`config.mk`:
```
export PLATFORM = sky130hd
export DESIGN_NAME = debounce_switch_flat
export DESIGN_NICKNAME = d
export VERILOG_FILES = /design/src/rtl/debounce_switch_pkg.sv /design/src/rtl/debounce_switch_if.sv /design/src/rtl/debounce_switch_sync.sv /design/src/rtl/debounce_switch.sv /design/src/flat_wrapper.sv
export SDC_FILE = /design/constraint.sdc
export NUM_CORES = 1
export LEC_CHECK = 0
export CAP_MARGIN = 30
export CORE_MARGIN = 1
export CORE_UTILIZATION = 50
export CTS_BUF_LIST = sky130_fd_sc_hd__clkbuf_4
export DETAILED_ROUTE_END_ITERATION = 12
export HOLD_SLACK_MARGIN = 0.02
export PLACE_DENSITY = 0.77
export SYNTH_ARGS = -nofsm -noshare
export SYNTH_HDL_FRONTEND = slang
export SYNTH_SLANG_ARGS = --single-unit
```
`constraint.sdc`:
```
create_clock -name i_Clk -period 2.4 [get_ports i_Clk]
set_input_delay 0.48 -clock i_Clk [delete_from_list [all_inputs] [get_ports i_Clk]]
set_output_delay 0.48 -clock i_Clk [all_outputs]
set_load 0.005 [all_outputs]
```
`src/rtl/debounce_switch_pkg.sv`:
```
// ---------------------------------------------------------------------------
// switch_pkg
//   Purpose : shared types and helpers for the push-button front-end stages
//             (debounce, edge detect, LED toggle and their siblings).
//   Latency : n/a (declarations only).
//   Backpr. : n/a (declarations only).
//
// Contents
//   sw_state_e     - 4-state debounce FSM encoding (2 bits).
//   sw_cnt_width() - width of the stability counter for a given limit.
// ---------------------------------------------------------------------------
package switch_pkg;

  // Debounce FSM states. The low bit marks "counting a candidate change".
  // The high bit marks "accepted level is high". o_Busy and the accepted level
  // are still kept in their own registers, so nothing downstream relies on
  // these encodings.
  typedef enum logic [1:0] {
    STABLE_LOW  = 2'd0,
    COUNT_HIGH  = 2'd1,
    STABLE_HIGH = 2'd2,
    COUNT_LOW   = 2'd3
  } sw_state_e;

  // Counter width for a debounce limit. The counter only ever holds
  // 0 .. limit-1, so $clog2(limit) bits are enough. The width is floored at
  // one bit so that degenerate limits still give a legal vector.
  function automatic int unsigned sw_cnt_width(input int unsigned limit);
    int unsigned w;
    w = $clog2(limit);
    if (w < 1) begin
      w = 1;
    end
    return w;
  endfunction

endpackage : switch_pkg

```
`src/rtl/debounce_switch_if.sv`:
```
// ---------------------------------------------------------------------------
// debounce_switch_if
//   Purpose : bundles the raw switch input and the debounced outputs of one
//             button channel.
//   Latency : n/a (wires only).
//   Backpr. : none; every signal is a level or a single-cycle pulse.
//
// Signals
//   i_Switch - raw asynchronous bouncing button level (toward the debouncer)
//   o_Switch - debounced level, registered
//   o_Rise   - one-cycle pulse on the accepted 0->1 change
//   o_Fall   - one-cycle pulse on the accepted 1->0 change
//   o_Busy   - a candidate level change is being counted
//
// Modports
//   master - the side that owns the button pin and consumes the results
//   slave  - the debouncer itself
// ---------------------------------------------------------------------------
interface debounce_switch_if;

  logic i_Switch;
  logic o_Switch;
  logic o_Rise;
  logic o_Fall;
  logic o_Busy;

  modport master (
    output i_Switch,
    input  o_Switch,
    input  o_Rise,
    input  o_Fall,
    input  o_Busy
  );

  modport slave (
    input  i_Switch,
    output o_Switch,
    output o_Rise,
    output o_Fall,
    output o_Busy
  );

endinterface : debounce_switch_if

```
`src/rtl/debounce_switch_sync.sv`:
```
// ---------------------------------------------------------------------------
// sync_2ff
//   Purpose : two-flop synchronizer that brings one asynchronous level into
//             the clock domain.
//   Latency : 2 clock edges from d_i to q_o.
//   Backpr. : none; free-running level path.
//
// Ports
//   clk_i - clock; rising edge
//   rst_i - synchronous, active-high reset; clears both flops to 0
//   d_i   - asynchronous input level
//   q_o   - synchronized level; the only output any logic may use
// ---------------------------------------------------------------------------
module sync_2ff (
  input  logic clk_i,
  input  logic rst_i,
  input  logic d_i,
  output logic q_o
);

  // meta_q can go metastable. Only sync_q leaves this module, so the first
  // flop has a full cycle to resolve.
  logic meta_q;
  logic sync_q;

  always_ff @(posedge clk_i) begin
    if (rst_i) begin
      meta_q <= 1'b0;
      sync_q <= 1'b0;
    end else begin
      meta_q <= d_i;
      sync_q <= meta_q;
    end
  end

  assign q_o = sync_q;

endmodule : sync_2ff

```
`src/rtl/debounce_switch.sv`:
```
// ---------------------------------------------------------------------------
// debounce_switch
//   Purpose : debounces one mechanical push-button. It produces a clean level
//             plus single-cycle rise and fall pulses for the edge-detect and
//             LED-toggle stages.
//   Latency : DEBOUNCE_LIMIT+2 edges from the first edge that samples a new
//             stable level to the o_Switch change. That is 2 edges for the
//             synchronizer and DEBOUNCE_LIMIT edges of agreement.
//   Backpr. : none; the outputs are levels and pulses that cannot be stalled.
//
// Ports
//   i_Clk - clock; all state updates on the rising edge
//   i_Rst - synchronous, active-high reset
//   sw    - debounce_switch_if.slave: i_Switch in; o_Switch, o_Rise, o_Fall,
//           o_Busy out, all driven straight from flops
//
// Parameter
//   DEBOUNCE_LIMIT - consecutive disagreeing synchronized cycles needed to
//                    accept a new level; must be 2 or more
// ---------------------------------------------------------------------------
module debounce_switch
  import switch_pkg::*;
#(
  parameter int unsigned DEBOUNCE_LIMIT = 250000
) (
  input  logic              i_Clk,
  input  logic              i_Rst,
  debounce_switch_if.slave  sw
);

  localparam int unsigned           CW     = sw_cnt_width(DEBOUNCE_LIMIT);
  localparam logic [CW-1:0]         LIM_M1 = CW'(DEBOUNCE_LIMIT - 1);
  localparam logic [CW-1:0]         ONE    = CW'(1);

  // -------------------------------------------------------------------------
  // Synchronizer. Nothing below looks at sw.i_Switch directly.
  // -------------------------------------------------------------------------
  logic sw_sync;

  sync_2ff u_sync (
    .clk_i (i_Clk),
    .rst_i (i_Rst),
    .d_i   (sw.i_Switch),
    .q_o   (sw_sync)
  );

  // -------------------------------------------------------------------------
  // Debounce FSM.
  // count_q holds the number of consecutive disagreeing sw_sync cycles seen
  // so far in a COUNT_* state. The change is accepted on the cycle that
  // would make it DEBOUNCE_LIMIT, so the counter tops out at LIMIT-1 and
  // cannot wrap.
  // -------------------------------------------------------------------------
  sw_state_e     state_q,  state_d;
  logic [CW-1:0] count_q,  count_d;
  logic          switch_q, switch_d;
  logic          rise_q,   rise_d;
  logic          fall_q,   fall_d;
  logic          busy_q,   busy_d;

  always_comb begin
    state_d  = state_q;
    count_d  = count_q;
    switch_d = switch_q;
    rise_d   = 1'b0;
    fall_d   = 1'b0;

    case (state_q)
      STABLE_LOW: begin
        switch_d = 1'b0;
        count_d  = '0;
        if (sw_sync) begin
          state_d = COUNT_HIGH;
          count_d = ONE;
        end
      end

      COUNT_HIGH: begin
        if (!sw_sync) begin
          // A single agreeing cycle throws the partial count away.
          state_d = STABLE_LOW;
          count_d = '0;
        end else if (count_q == LIM_M1) begin
          state_d  = STABLE_HIGH;
          count_d  = '0;
          switch_d = 1'b1;
          rise_d   = 1'b1;
        end else begin
          count_d = count_q + ONE;
        end
      end

      STABLE_HIGH: begin
        switch_d = 1'b1;
        count_d  = '0;
        if (!sw_sync) begin
          state_d = COUNT_LOW;
          count_d = ONE;
        end
      end

      COUNT_LOW: begin
        if (sw_sync) begin
          state_d = STABLE_HIGH;
          count_d = '0;
        end else if (count_q == LIM_M1) begin
          state_d  = STABLE_LOW;
          count_d  = '0;
          switch_d = 1'b0;
          fall_d   = 1'b1;
        end else begin
          count_d = count_q + ONE;
        end
      end

      default: begin
        state_d  = STABLE_LOW;
        count_d  = '0;
        switch_d = 1'b0;
      end
    endcase

    // Busy is registered alongside the state, so it tracks the state the FSM
    // is entering.
    busy_d = (state_d == COUNT_HIGH) || (state_d == COUNT_LOW);
  end

  always_ff @(posedge i_Clk) begin
    if (i_Rst) begin
      state_q  <= STABLE_LOW;
      count_q  <= '0;
      switch_q <= 1'b0;
      rise_q   <= 1'b0;
      fall_q   <= 1'b0;
      busy_q   <= 1'b0;
    end else begin
      state_q  <= state_d;
      count_q  <= count_d;
      switch_q <= switch_d;
      rise_q   <= rise_d;
      fall_q   <= fall_d;
      busy_q   <= busy_d;
    end
  end

  // The pulses are set only on the cycle that switch_q changes, so they line
  // up with the first cycle that shows the new level. Only one of them can be
  // set on a given transition.
  assign sw.o_Switch = switch_q;
  assign sw.o_Rise   = rise_q;
  assign sw.o_Fall   = fall_q;
  assign sw.o_Busy   = busy_q;

endmodule : debounce_switch

```
`src/flat_wrapper.sv`:
```
// flat-port wrapper written by rule: the top's interface ports become plain ports
module debounce_switch_flat import switch_pkg::*;
#(
  parameter int unsigned DEBOUNCE_LIMIT = 250000
)
  (i_Clk, i_Rst, sw_i_Switch, sw_o_Switch, sw_o_Rise, sw_o_Fall, sw_o_Busy);
  debounce_switch_if sw_i ();
  input  logic i_Clk;
  input  logic i_Rst;
  input wire logic [$bits(sw_i.i_Switch)-1:0] sw_i_Switch;
  output wire logic [$bits(sw_i.o_Switch)-1:0] sw_o_Switch;
  output wire logic [$bits(sw_i.o_Rise)-1:0] sw_o_Rise;
  output wire logic [$bits(sw_i.o_Fall)-1:0] sw_o_Fall;
  output wire logic [$bits(sw_i.o_Busy)-1:0] sw_o_Busy;
  assign sw_i.i_Switch = sw_i_Switch;
  assign sw_o_Switch = sw_i.o_Switch;
  assign sw_o_Rise = sw_i.o_Rise;
  assign sw_o_Fall = sw_i.o_Fall;
  assign sw_o_Busy = sw_i.o_Busy;
  debounce_switch #(.DEBOUNCE_LIMIT(DEBOUNCE_LIMIT)) u_core (.i_Clk(i_Clk), .i_Rst(i_Rst), .sw(sw_i));
endmodule
```
==> results.json <==
{
  "status": "complete, no violations",
  "drt-pass1-iter-count": 4,
  "worstHoldStart": "u_core.u_sync.meta_q",
  "ys_types": 34,
  "hold_ws_ps": 458,
  "wl_um": 2060,
  "place_hpwl_um": 1450,
  "grt_pass1_vias": 800,
  "cp-start-kind": "register",
  "die_h_um": 52.6,
  "cts_setup_buffers": 0,
  "max_freq_ghz": 0.530,
  "p_leak_nw": 0.426,
  "ys_seq_area_share_pct": 39.1,
  "grt_pass1_wl_um": 3640,
  "grt.total_usage_pct": 17.7,
  "htreeDepth": 1,
  "synthTopCellsByCount": "dfxtp_1, nor2_1, xnor2_1",
  "clkSinkCount": 25,
  "io_buffers": 6,
  "grt_max_degree": 18,
  "cp_cell_sequence": "ha_1, nand3_1, nor4_1, nand3_1, xor2_1, nor2_4",
  "drtIter0Drc": 23,
  "timing.slew.headroom_pct": 67.1,
  "cp.depth": 6,
  "synthFlopType": "dfxtp_1",
  "end_kind": "register",
  "cts_resized": 0,
  "async_flop_share_pct": 0,
  "r2r_cells": 6,
  "slew_violations": 0,
  "worstPathArrival_ps": 2120,
  "skew_ps": 8.21,
  "min_period_ps": 1890,
  "p_per_area_nw_per_um2": 471,
  "clockBufferDepth": 2,
  "synth_cells": 134,
  "synth_most_common_cell": "dfxtp_1",
  "viasPerCell": 5.47,
  "syn_nets": 142,
  "start_util_pct": 55.3,
  "clock_latency_ps": 320,
  "slowest_delay_ps": 530,
  "postLayoutCellArea_um2": 1380,
  "gp_congestion": 0.825,
  "path_buf_inv": 0,
  "synth_edf_count": 0,
  "die_area_um2": 2770,
  "path_max_fanout": 5,
  "synth_area_leaders": "dfxtp_1, nor2_4, xnor2_1",
  "power_switching_w": 0.000152,
  "cpMostUsedCell": "nand3_1",
  "totalNegativeSetupSlack_ps": 0,
  "utilization_pct": 59.6,
  "min_path_type": "reg2reg",
  "ir_worst_vdd_uv": 306,
  "core_um2": 2320,
  "setup_ws_ps": 512,
  "cts.clk_slew.worst_paths_ps": 150,
  "die_w_um": 52.6,
  "hold_buffers": 0,
  "finalCritPeriodShare_pct": 78.7,
  "power_frac_seq_pct": 65.3,
  "max_cap_viol_count": 0,
  "p_int_w": 0.000499,
  "worst_pin_slew_ps": 488,
  "io_pins": 7,
  "clockPowerShare_pct": 30.6,
  "cts_tree": "yes",
  "setup.worst_path.start": "u_core.count_q[0]",
  "comb_power_share_pct": 4.1,
  "dp_slack_ps": 561,
  "antenna_found_initial": 0,
  "netSwitchingFraction_pct": 23.4,
  "setup_viol": 0,
  "overflow": 0,
  "synth_top_area_share_pct": 39.1,
  "whs_path_depth": 1,
  "antenna_cells": 0,
  "cp.required_ps": 2630,
  "rsz0062_at_grt": "no",
  "yosysWarnings": 0,
  "layout-drive-gt1-share_pct": 14.8,
  "numCtsBuffers": 3,
  "ant_nets": 0,
  "synth_seq_cells": 25,
  "hold_viol": 0,
  "dpl_cell_area_um2": 1350,
  "final_nets": 151,
  "slowest_stage": "nor4_1",
  "cts-root-buf": "clkbuf_4",
  "avgSynthCellArea_um2": 9.56,
  "std_cell_rows": 17,
  "syn-cell-area_um2": 1280,
  "avgRoutedWirePerCell_um": 12.1,
  "yosysTopAreaCell": "dfxtp_1",
  "vias": 930,
  "cp_top_family": "simple AND/OR/NAND/NOR gates",
  "drc": 0,
  "r2r-start": "u_core.count_q[0]",
  "syn_to_final_growth_pct": 7.91,
  "crit_type": "reg2reg"
}
-- cell families after synthesis --
family | Yosys count | share of synthesized area, %
and+or+nand+nor | 62 | 32.2
buffers and inverters | 12 | 5.37
DFF | 25 | 39.1
adders and majority gates | 5 | 4.88
xor gates and xnor gates | 16 | 10.9
AOI/OAI and AO/OA | 14 | 7.52
-- per-layer routing --
metal  track usage, %  vias to the layer above  share of wire, %
li1                 -                      484                 -
met2             24.5                       17                42
met4             7.89                        0               1.6
met1             26.6                      425                54
met3             2.61                        4               2.0
met5                0                        -                 0
-- layout make-up --
cell class,instances,area (um2)
clock inverters,1,7.51
clock buffers,3,22.5
well taps,28,35.0
multi-input cells,97,712
flip-flops and latches,25,500
repair buffers,8,75.1
fillers,200,936
inverters,8,30.0
-- power by group through the flow --
stage | logic (W) | clock network, W | registers, W
finish | 0.0000268 | 0.000199 | 0.000425
global route | 0.0000300 | 0.000212 | 0.000426
CTS | 0.0000266 | 0.000202 | 0.000425
detailed placement | 0.0000264 | 0 | 0.000434
global placement | 0.0000261 | 0 | 0.000433
floorplan | 0.0000163 | 0 | 0.000432
-- per-stage QoR --
stage / instances / total power (W)
finish: 170 / 0.000651
global route: 170 / 0.000668
CTS: 170 / 0.000653
detailed placement: 166 / 0.000461
global placement: 166 / 0.000460
floorplan: 134 / 0.000448
-- cell usage in the layout (no fill, tap or decap), types with 2 or more instances in the layout --
master,n
a21oi_1,4
nor2b_1,4
buf_4,2
ha_1,5
clkdlybuf4s50_1,6
a31oi_1,2
o22ai_1,2
nor2_1,16
o31ai_1,2
clkbuf_4,3
dfxtp_1,25
xor2_1,5
nor4_1,5
nor3_1,3
xnor2_1,11
nand2_1,2
nor2_4,9
inv_1,8
nand3_1,9
and3_1,2
nand4_1,3
-- state kept, by name, indices dropped and copies added, names as in the netlist --
name	cells
u_core.state_q	2
u_core.sw.o_Rise	1
u_core.sw.o_Switch	1
u_core.u_sync.q_o	1
u_core.sw.o_Fall	1
u_core.u_sync.meta_q	1
u_core.count_q	18
-- final timing paths --
path              slack (ps)            endpoint
hold / removal           460   u_core.u_sync.q_o
setup reg to reg         510  u_core.count_q[16]
hold reg to reg          460   u_core.u_sync.q_o
setup / recovery         510  u_core.count_q[16]
No activity file was read; power rests on OpenSTA's default activity.
